$ cat src/rtl/uart_tx_pkg.sv
// Shared types and constants for the UART transmit arbiter.
package uart_tx_pkg;

  localparam int unsigned UART_DATA_W = 8;

  localparam logic PAR_EVEN = 1'b0;
  localparam logic PAR_ODD  = 1'b1;

  typedef enum logic [1:0] {
    IDLE       = 2'd0,
    ISSUE      = 2'd1,
    WAIT_START = 2'd2,
    WAIT_DONE  = 2'd3
  } arb_state_e;

endpackage

$ cat src/rtl/uart_tx_arbiter_if.sv
// Requester byte handshake plus UART load port of the shared transmitter.
interface uart_tx_arbiter_if #(
  parameter int unsigned NUM_REQ = 4,
  parameter int unsigned DATA_W  = uart_tx_pkg::UART_DATA_W
);

  logic [NUM_REQ-1:0]        req_valid;
  logic [NUM_REQ*DATA_W-1:0] req_data;
  logic [NUM_REQ-1:0]        req_par_en;
  logic [NUM_REQ-1:0]        req_par_typ;
  logic [NUM_REQ-1:0]        req_ready;

  logic [DATA_W-1:0]         p_data;
  logic                      data_valid;
  logic                      par_en;
  logic                      par_typ;
  logic                      busy;

  // Arbiter side.
  modport master (
    input  req_valid, req_data, req_par_en, req_par_typ, busy,
    output req_ready, p_data, data_valid, par_en, par_typ
  );

  // Requesters and UART side.
  modport slave (
    output req_valid, req_data, req_par_en, req_par_typ, busy,
    input  req_ready, p_data, data_valid, par_en, par_typ
  );

endinterface

$ cat src/rtl/rr_picker.sv
// Combinational round-robin select: first set request at or after ptr, wrapping.
module rr_picker #(
  parameter int unsigned NUM_REQ = 4
) (
  input  logic [NUM_REQ-1:0]         req,
  input  logic [$clog2(NUM_REQ)-1:0] ptr,
  output logic [$clog2(NUM_REQ)-1:0] winner,
  output logic                       found
);

  localparam int unsigned IDX_W = $clog2(NUM_REQ);

  logic             hi_found;
  logic [IDX_W-1:0] hi_idx;
  logic [IDX_W-1:0] lo_idx;

  // Descending scan leaves the lowest match; hi_* only considers indices >= ptr.
  always_comb begin
    hi_found = 1'b0;
    hi_idx   = '0;
    lo_idx   = '0;
    found    = 1'b0;
    for (int i = NUM_REQ - 1; i >= 0; i--) begin
      if (req[i]) begin
        found  = 1'b1;
        lo_idx = IDX_W'(i);
        if (IDX_W'(i) >= ptr) begin
          hi_found = 1'b1;
          hi_idx   = IDX_W'(i);
        end
      end
    end
    winner = hi_found ? hi_idx : lo_idx;
  end

endmodule

$ cat src/rtl/uart_tx_arbiter.sv
// Round-robin sharing of one UART transmitter among NUM_REQ byte sources,
// with a start timeout on the UART busy handshake.
module uart_tx_arbiter
  import uart_tx_pkg::*;
#(
  parameter int unsigned NUM_REQ  = 4,
  parameter int unsigned DATA_W   = UART_DATA_W,
  parameter int unsigned START_TO = 4
) (
  input  logic                       clk,
  input  logic                       rst,
  uart_tx_arbiter_if.master          bus,
  output logic [$clog2(NUM_REQ)-1:0] grant_id,
  output logic                       arb_busy,
  output logic                       start_err
);

  localparam int unsigned IDX_W = $clog2(NUM_REQ);
  localparam int unsigned CNT_W = $clog2(START_TO + 1);

  arb_state_e         state_q, state_n;
  logic [CNT_W-1:0]   cnt_q, cnt_n;
  logic [IDX_W-1:0]   ptr_q, ptr_n;
  logic [IDX_W-1:0]   winner;
  logic               found;
  logic               accept_c;
  logic               timeout_c;
  logic [NUM_REQ-1:0] ready_c;
  logic [DATA_W-1:0]  sel_data;
  logic               sel_par_en;
  logic               sel_par_typ;

  logic [DATA_W-1:0]  p_data_q;
  logic               data_valid_q;
  logic               par_en_q;
  logic               par_typ_q;

  rr_picker #(.NUM_REQ(NUM_REQ)) u_picker (
    .req    (bus.req_valid),
    .ptr    (ptr_q),
    .winner (winner),
    .found  (found)
  );

  assign ptr_n = (winner == IDX_W'(NUM_REQ - 1)) ? '0 : winner + IDX_W'(1);

  // Next-state logic; timeout counter runs only while waiting for busy.
  always_comb begin
    state_n   = state_q;
    cnt_n     = cnt_q;
    accept_c  = 1'b0;
    timeout_c = 1'b0;
    unique case (state_q)
      IDLE: begin
        if (found && !bus.busy) begin
          accept_c = 1'b1;
          state_n  = ISSUE;
        end
      end
      ISSUE: begin
        cnt_n   = '0;
        state_n = WAIT_START;
      end
      WAIT_START: begin
        if (bus.busy) begin
          state_n = WAIT_DONE;
        end else if (cnt_q == CNT_W'(START_TO - 1)) begin
          timeout_c = 1'b1;
          state_n   = IDLE;
        end else begin
          cnt_n = cnt_q + CNT_W'(1);
        end
      end
      WAIT_DONE: begin
        if (!bus.busy) state_n = IDLE;
      end
      default: state_n = IDLE;
    endcase
  end

  // Winner's payload mux and one-hot accept.
  always_comb begin
    ready_c     = '0;
    sel_data    = '0;
    sel_par_en  = 1'b0;
    sel_par_typ = PAR_EVEN;
    for (int unsigned i = 0; i < NUM_REQ; i++) begin
      if (winner == IDX_W'(i)) begin
        ready_c[i]  = accept_c;
        sel_data    = bus.req_data[i*DATA_W +: DATA_W];
        sel_par_en  = bus.req_par_en[i];
        sel_par_typ = bus.req_par_typ[i];
      end
    end
  end

  always_ff @(posedge clk) begin
    if (rst) begin
      state_q <= IDLE;
      cnt_q   <= '0;
    end else begin
      state_q <= state_n;
      cnt_q   <= cnt_n;
    end
  end

  // Frame payload holds from ISSUE until the next accept.
  always_ff @(posedge clk) begin
    if (rst) begin
      ptr_q        <= '0;
      p_data_q     <= '0;
      par_en_q     <= 1'b0;
      par_typ_q    <= PAR_EVEN;
      grant_id     <= '0;
      data_valid_q <= 1'b0;
      start_err    <= 1'b0;
      arb_busy     <= 1'b0;
    end else begin
      data_valid_q <= accept_c;
      start_err    <= timeout_c;
      arb_busy     <= (state_n != IDLE);
      if (accept_c) begin
        ptr_q     <= ptr_n;
        p_data_q  <= sel_data;
        par_en_q  <= sel_par_en;
        par_typ_q <= sel_par_typ;
        grant_id  <= winner;
      end
    end
  end

  assign bus.req_ready  = ready_c;
  assign bus.p_data     = p_data_q;
  assign bus.data_valid = data_valid_q;
  assign bus.par_en     = par_en_q;
  assign bus.par_typ    = par_typ_q;

endmodule

$ cat src/flat_wrapper.sv
// flat-port wrapper written by rule: the top's interface ports become plain ports
module uart_tx_arbiter_flat import uart_tx_pkg::*;
#(
  parameter int unsigned NUM_REQ  = 4,
  parameter int unsigned DATA_W   = UART_DATA_W,
  parameter int unsigned START_TO = 4
)
  (clk, rst, grant_id, arb_busy, start_err, bus_req_valid, bus_req_data, bus_req_par_en, bus_req_par_typ, bus_busy, bus_req_ready, bus_p_data, bus_data_valid, bus_par_en, bus_par_typ);
  uart_tx_arbiter_if #(.NUM_REQ(NUM_REQ), .DATA_W(DATA_W)) bus_i ();
  input  logic clk;
  input  logic rst;
  output logic [$clog2(NUM_REQ)-1:0] grant_id;
  output logic arb_busy;
  output logic start_err;
  input wire logic [$bits(bus_i.req_valid)-1:0] bus_req_valid;
  input wire logic [$bits(bus_i.req_data)-1:0] bus_req_data;
  input wire logic [$bits(bus_i.req_par_en)-1:0] bus_req_par_en;
  input wire logic [$bits(bus_i.req_par_typ)-1:0] bus_req_par_typ;
  input wire logic [$bits(bus_i.busy)-1:0] bus_busy;
  output wire logic [$bits(bus_i.req_ready)-1:0] bus_req_ready;
  output wire logic [$bits(bus_i.p_data)-1:0] bus_p_data;
  output wire logic [$bits(bus_i.data_valid)-1:0] bus_data_valid;
  output wire logic [$bits(bus_i.par_en)-1:0] bus_par_en;
  output wire logic [$bits(bus_i.par_typ)-1:0] bus_par_typ;
  assign bus_i.req_valid = bus_req_valid;
  assign bus_i.req_data = bus_req_data;
  assign bus_i.req_par_en = bus_req_par_en;
  assign bus_i.req_par_typ = bus_req_par_typ;
  assign bus_i.busy = bus_busy;
  assign bus_req_ready = bus_i.req_ready;
  assign bus_p_data = bus_i.p_data;
  assign bus_data_valid = bus_i.data_valid;
  assign bus_par_en = bus_i.par_en;
  assign bus_par_typ = bus_i.par_typ;
  uart_tx_arbiter #(.NUM_REQ(NUM_REQ), .DATA_W(DATA_W), .START_TO(START_TO)) u_core (.clk(clk), .rst(rst), .bus(bus_i), .grant_id(grant_id), .arb_busy(arb_busy), .start_err(start_err));
endmodule
$ cat config.mk
export PLATFORM = sky130hd
export DESIGN_NAME = uart_tx_arbiter_flat
export DESIGN_NICKNAME = d
export VERILOG_FILES = /design/src/rtl/uart_tx_pkg.sv /design/src/rtl/uart_tx_arbiter_if.sv /design/src/rtl/rr_picker.sv /design/src/rtl/uart_tx_arbiter.sv /design/src/flat_wrapper.sv
export SDC_FILE = /design/constraint.sdc
export NUM_CORES = 1
export LEC_CHECK = 0
export ABC_AREA = 1
export CORE_ASPECT_RATIO = 1.4
export CORE_MARGIN = 2
export CORE_UTILIZATION = 40
export DETAILED_ROUTE_END_ITERATION = 6
export GPL_TIMING_DRIVEN = 0
export PLACE_DENSITY_LB_ADDON = 0.2
export SYNTH_ARGS = -nofsm -noshare
export SYNTH_HDL_FRONTEND = slang
export SYNTH_SLANG_ARGS = --single-unit
$ cat constraint.sdc
create_clock -name clk -period 2.8 [get_ports clk]
set_clock_uncertainty 0.2 [all_clocks]
set_input_delay 0.7 -clock clk [delete_from_list [all_inputs] [get_ports clk]]
set_output_delay 0.7 -clock clk [all_outputs]
set_load 0.005 [all_outputs]
==> flow_summary_export.csv <==
group,metric,value,unit
finish,drive_gt1_frac,0.2468,
clocking,cts_buffer_depth,2,
routing,detail_route.wl_per_cell,12.43,µm
yosys,ys_types,24,
clocking,cts_root_buffer,"clkbuf_8",
critical_path,critical_path.top_delay_family,"buffers and inverters",
yosys,synth_edf_count,0,
critical_path,cpMaxStageDelayCell,"a21oi_1",
placed_design,place.gp.congestion,0.8152,
yosys,yosysWarnings,0,
placed_design,place.detailed.hpwl,2719,µm
timing,period_share,1.011,
routing,drt_iter0_markers,28,
status,violations,"negative setup slack",
global_routing,grt_pass1_wl,6486,µm
critical_path,cp_max_fo,4,
critical_path,rr_worst_depth,17,
placed_design,place_area,0.002048,mm²
critical_path,r2r-end,"u_core.grant_id[0]$_SDFFE_PP0P_",
placed_design,numPortBuffers,65,
floorplanning,initial_utilization,0.4237,
yosys,yosysSeqAreaShare,0.3265,
timing,final_hold_viol_count,0,
status,outcome,"finished with violations",
clocking,clk_pin_slew,0.07,ns
timing,fmax,353.2,MHz
timing,setup_viol,1,
pwr,p_per_area,464.2,mW/mm²
finish,nets,362,
timing,worst_slew_pin_slew,0.4584,ns
routing,routed_via_density,4.767,
yosys,mappedNetlistArea,0.001349,mm²
finish,syn2layout_area_growth,78.57,%
global_routing,globalRouteOverflowTotal,0,
yosys,ys.flop_type,"dfxtp_1",
finish,diodes,0,
critical_path,endpoint_kind,"output port",
routing,routed_wirelength,4312,µm
finish,fin_cells,347,
yosys,synth-async-reset-ratio,0,
critical_path,r2r-start,"u_core.ptr_q[0]$_SDFFE_PP0P_",
global_routing,grt_pass1_vias,1511,
clocking,htree_levels,1,
timing,min_period,2.831,ns
timing,rsz0062_at_grt,"yes",
yosys,synth.avg_cell_area,6.332,µm²
critical_path,critPathLaunchType,"input port",
critical_path,cp.depth,13,
pwr,leakage,1.113,nW
timing,holdWs,0.2658,ns
floorplanning,die_y,72.71,µm
clocking,cts_tree,"done",
global_routing,grt_max_degree,13,
timing,fin_tns_setup,-0.03105,ns
pwr,peakVddDrop,0.0005618,V
min_path,min_from,"u_core.cnt_q[2]$_SDFFE_PP0P_",
critical_path,cp.required,1.90,ns
routing,firstDrtPassIters,4,
min_path,hp-class,"flop to flop",
critical_path,cp_data_arrival_time,1.93,ns
critical_path,crit_type,"input port to output port",
critical_path,path_buf_inv,7,
floorplanning,die-area,0.003859,mm²
placed_design,dp.cells,317,
yosys,syn-instance-count,213,
floorplanning,ios,66,
clocking,hold_buffers,0,
yosys,synth-seq-cells,22,
routing,vias,1654,
routing,ant_nets,0,
timing,slew_viol_final,0,
global_routing,grtUsageTotal,0.2275,
timing,finalWorstSetupSlack,-0.03105,ns
clocking,clkSinkCount,22,
critical_path,max_stage_delay,0.17,ns
global_routing,grt_antenna_before_repair,0,
timing,relSlewSlack,0.6944,
placed_design,dp_slack,-1.104,ns
clocking,clk_latency,0.28,ns
yosys,synth_nets,266,
pwr,finalPower,1.118,mW
floorplanning,core_area,0.003183,mm²
critical_path,r2r_slack,0.21,ns
floorplanning,rows,24,
clocking,cts_buffers,3,
run,maxCapViolCount,0,
critical_path,cp_cell_sequence,"buf_8, nand2_4, buf_4, a21oi_1, nor2_2, nand2_2, inv_2, buf_6, ha_4, buf_6, inv_2, nor2_1, buf_2",
routing,route.detailed.drc,0,
critical_path,crit_end,"bus_req_ready[1]",
floorplanning,die_x,53.08,µm
critical_path,cp-startpoint,"bus_req_valid[2]",
finish,final_core_util,0.7567,
finish,fin_area,0.002409,mm²
layout make-up:
| cell class | instances | area (µm²) |
|---|---|---|
| fillers | 251 | 774.5 |
| repair buffers | 94 | 867.1 |
| clock buffers | 4 | 55.05 |
| inverters | 28 | 113.9 |
| well taps | 39 | 48.80 |
| plain buffers | 3 | 30.03 |
| flip-flops and latches | 22 | 445.4 |
| multi-input cells | 157 | 848.3 |
registers in the layout, indices dropped and copies added (netlist names):
register               flops
u_core.bus.par_typ         1
u_core.bus.par_en          1
u_core.bus.p_data          8
u_core.cnt_q               3
u_core.state_q             2
u_core.start_err           1
u_core.arb_busy            1
u_core.ptr_q               2
u_core.grant_id            2
u_core.bus.data_valid      1
cells by family after synthesis:
group,Yosys count,synth area share
adder cells (fa/ha/maj),6,0.05566
AO/OA/AOI/OAI,34,0.1373
buffers and inverters,34,0.1178
AND/OR/NAND/NOR,117,0.3627
flip-flops,22,0.3265
synthesized netlist by cell type (2+ instances only):
cell type  number  area [µm²]
buf_6           2       22.52
o21ai_0         9       45.04
ha_1            6       75.07
nand3_2         2       20.02
nand2_1        67       251.5
nand3_1        11       55.05
nor2_2          2       12.51
inv_1          25       93.84
a21oi_1        21       105.1
dfxtp_1        22       440.4
nor2_1         31       116.4
inv_2           2       7.510
buf_2           2       10.01
what timing repair did:
| action | CTS | global route |
|---|---|---|
| endpoints found under the setup margin | 14 | 14 |
| gates resized for setup | 66 | 14 |
| hold endpoints to repair | 0 | 0 |
| pin swaps | 10 | 9 |
| buffers inserted | 29 | 3 |
worst min-delay path, delay by kind of cell, from the launching register on:
| family | cells | cell delay [ns] |
|---|---|---|
| and+or+nand+nor | 1 | 0.06 |
| AOI/OAI and AO/OA | 1 | 0.05 |
| DFF | 1 | 0.31 |
worst min-delay path by stage:
| stage | to | cells after the start |
|---|---|---|
| finish | u_core.cnt_q[2]$_SDFFE_PP0P_ | 2 |
| global route | u_core.grant_id[0]$_SDFFE_PP0P_ | 2 |
| CTS | u_core.cnt_q[2]$_SDFFE_PP0P_ | 2 |
| detailed placement | u_core.cnt_q[2]$_SDFFE_PP0P_ | 2 |
| global placement | u_core.cnt_q[2]$_SDFFE_PP0P_ | 2 |
| floorplan | u_core.cnt_q[0]$_SDFFE_PP0P_ | 1 |
metal layers:
layer | wire, µm | share of wire | GRT usage
met5 | 0 | 0 | 0
met3 | 413 | 0.096 | 0.05123
met4 | 120 | 0.028 | 0.1083
met2 | 2209 | 0.51 | 0.4361
met1 | 1568 | 0.36 | 0.2179
placed cells by master, fill, tap and decap left out:
master and n:
nand2_1 63, clkdlybuf4s50_1 56, nor2_1 29, buf_4 26, a21oi_1 20, dfxtp_1 20, inv_1 17, nand3_1 10
inv_2 8, o21ai_0 8, buf_6 7, clkbuf_8 4, buf_2 4, nor2_4 3, nand2_2 3, ha_1 3
ha_4 3, inv_4 2, nand2_4 2, nor2_2 2, nand3_2 2, buf_8 2, nor3_4 1, o211ai_1 1
o21ai_2 1, a21oi_4 1, clkinvlp_4 1, clkbuf_1 1, nand3_4 1, a21oi_2 1, nor4_1 1, a31oi_1 1
o21ai_1 1, dlygate4sd2_1 1, dfxtp_2 1, dfxtp_4 1
power by group:
group / internal [mW] / switching [mW]
Combinational: 0.269 / 0.241
Sequential: 0.349 / 0.0229
Clock: 0.126 / 0.110
(Power assumes the default switching activity.)
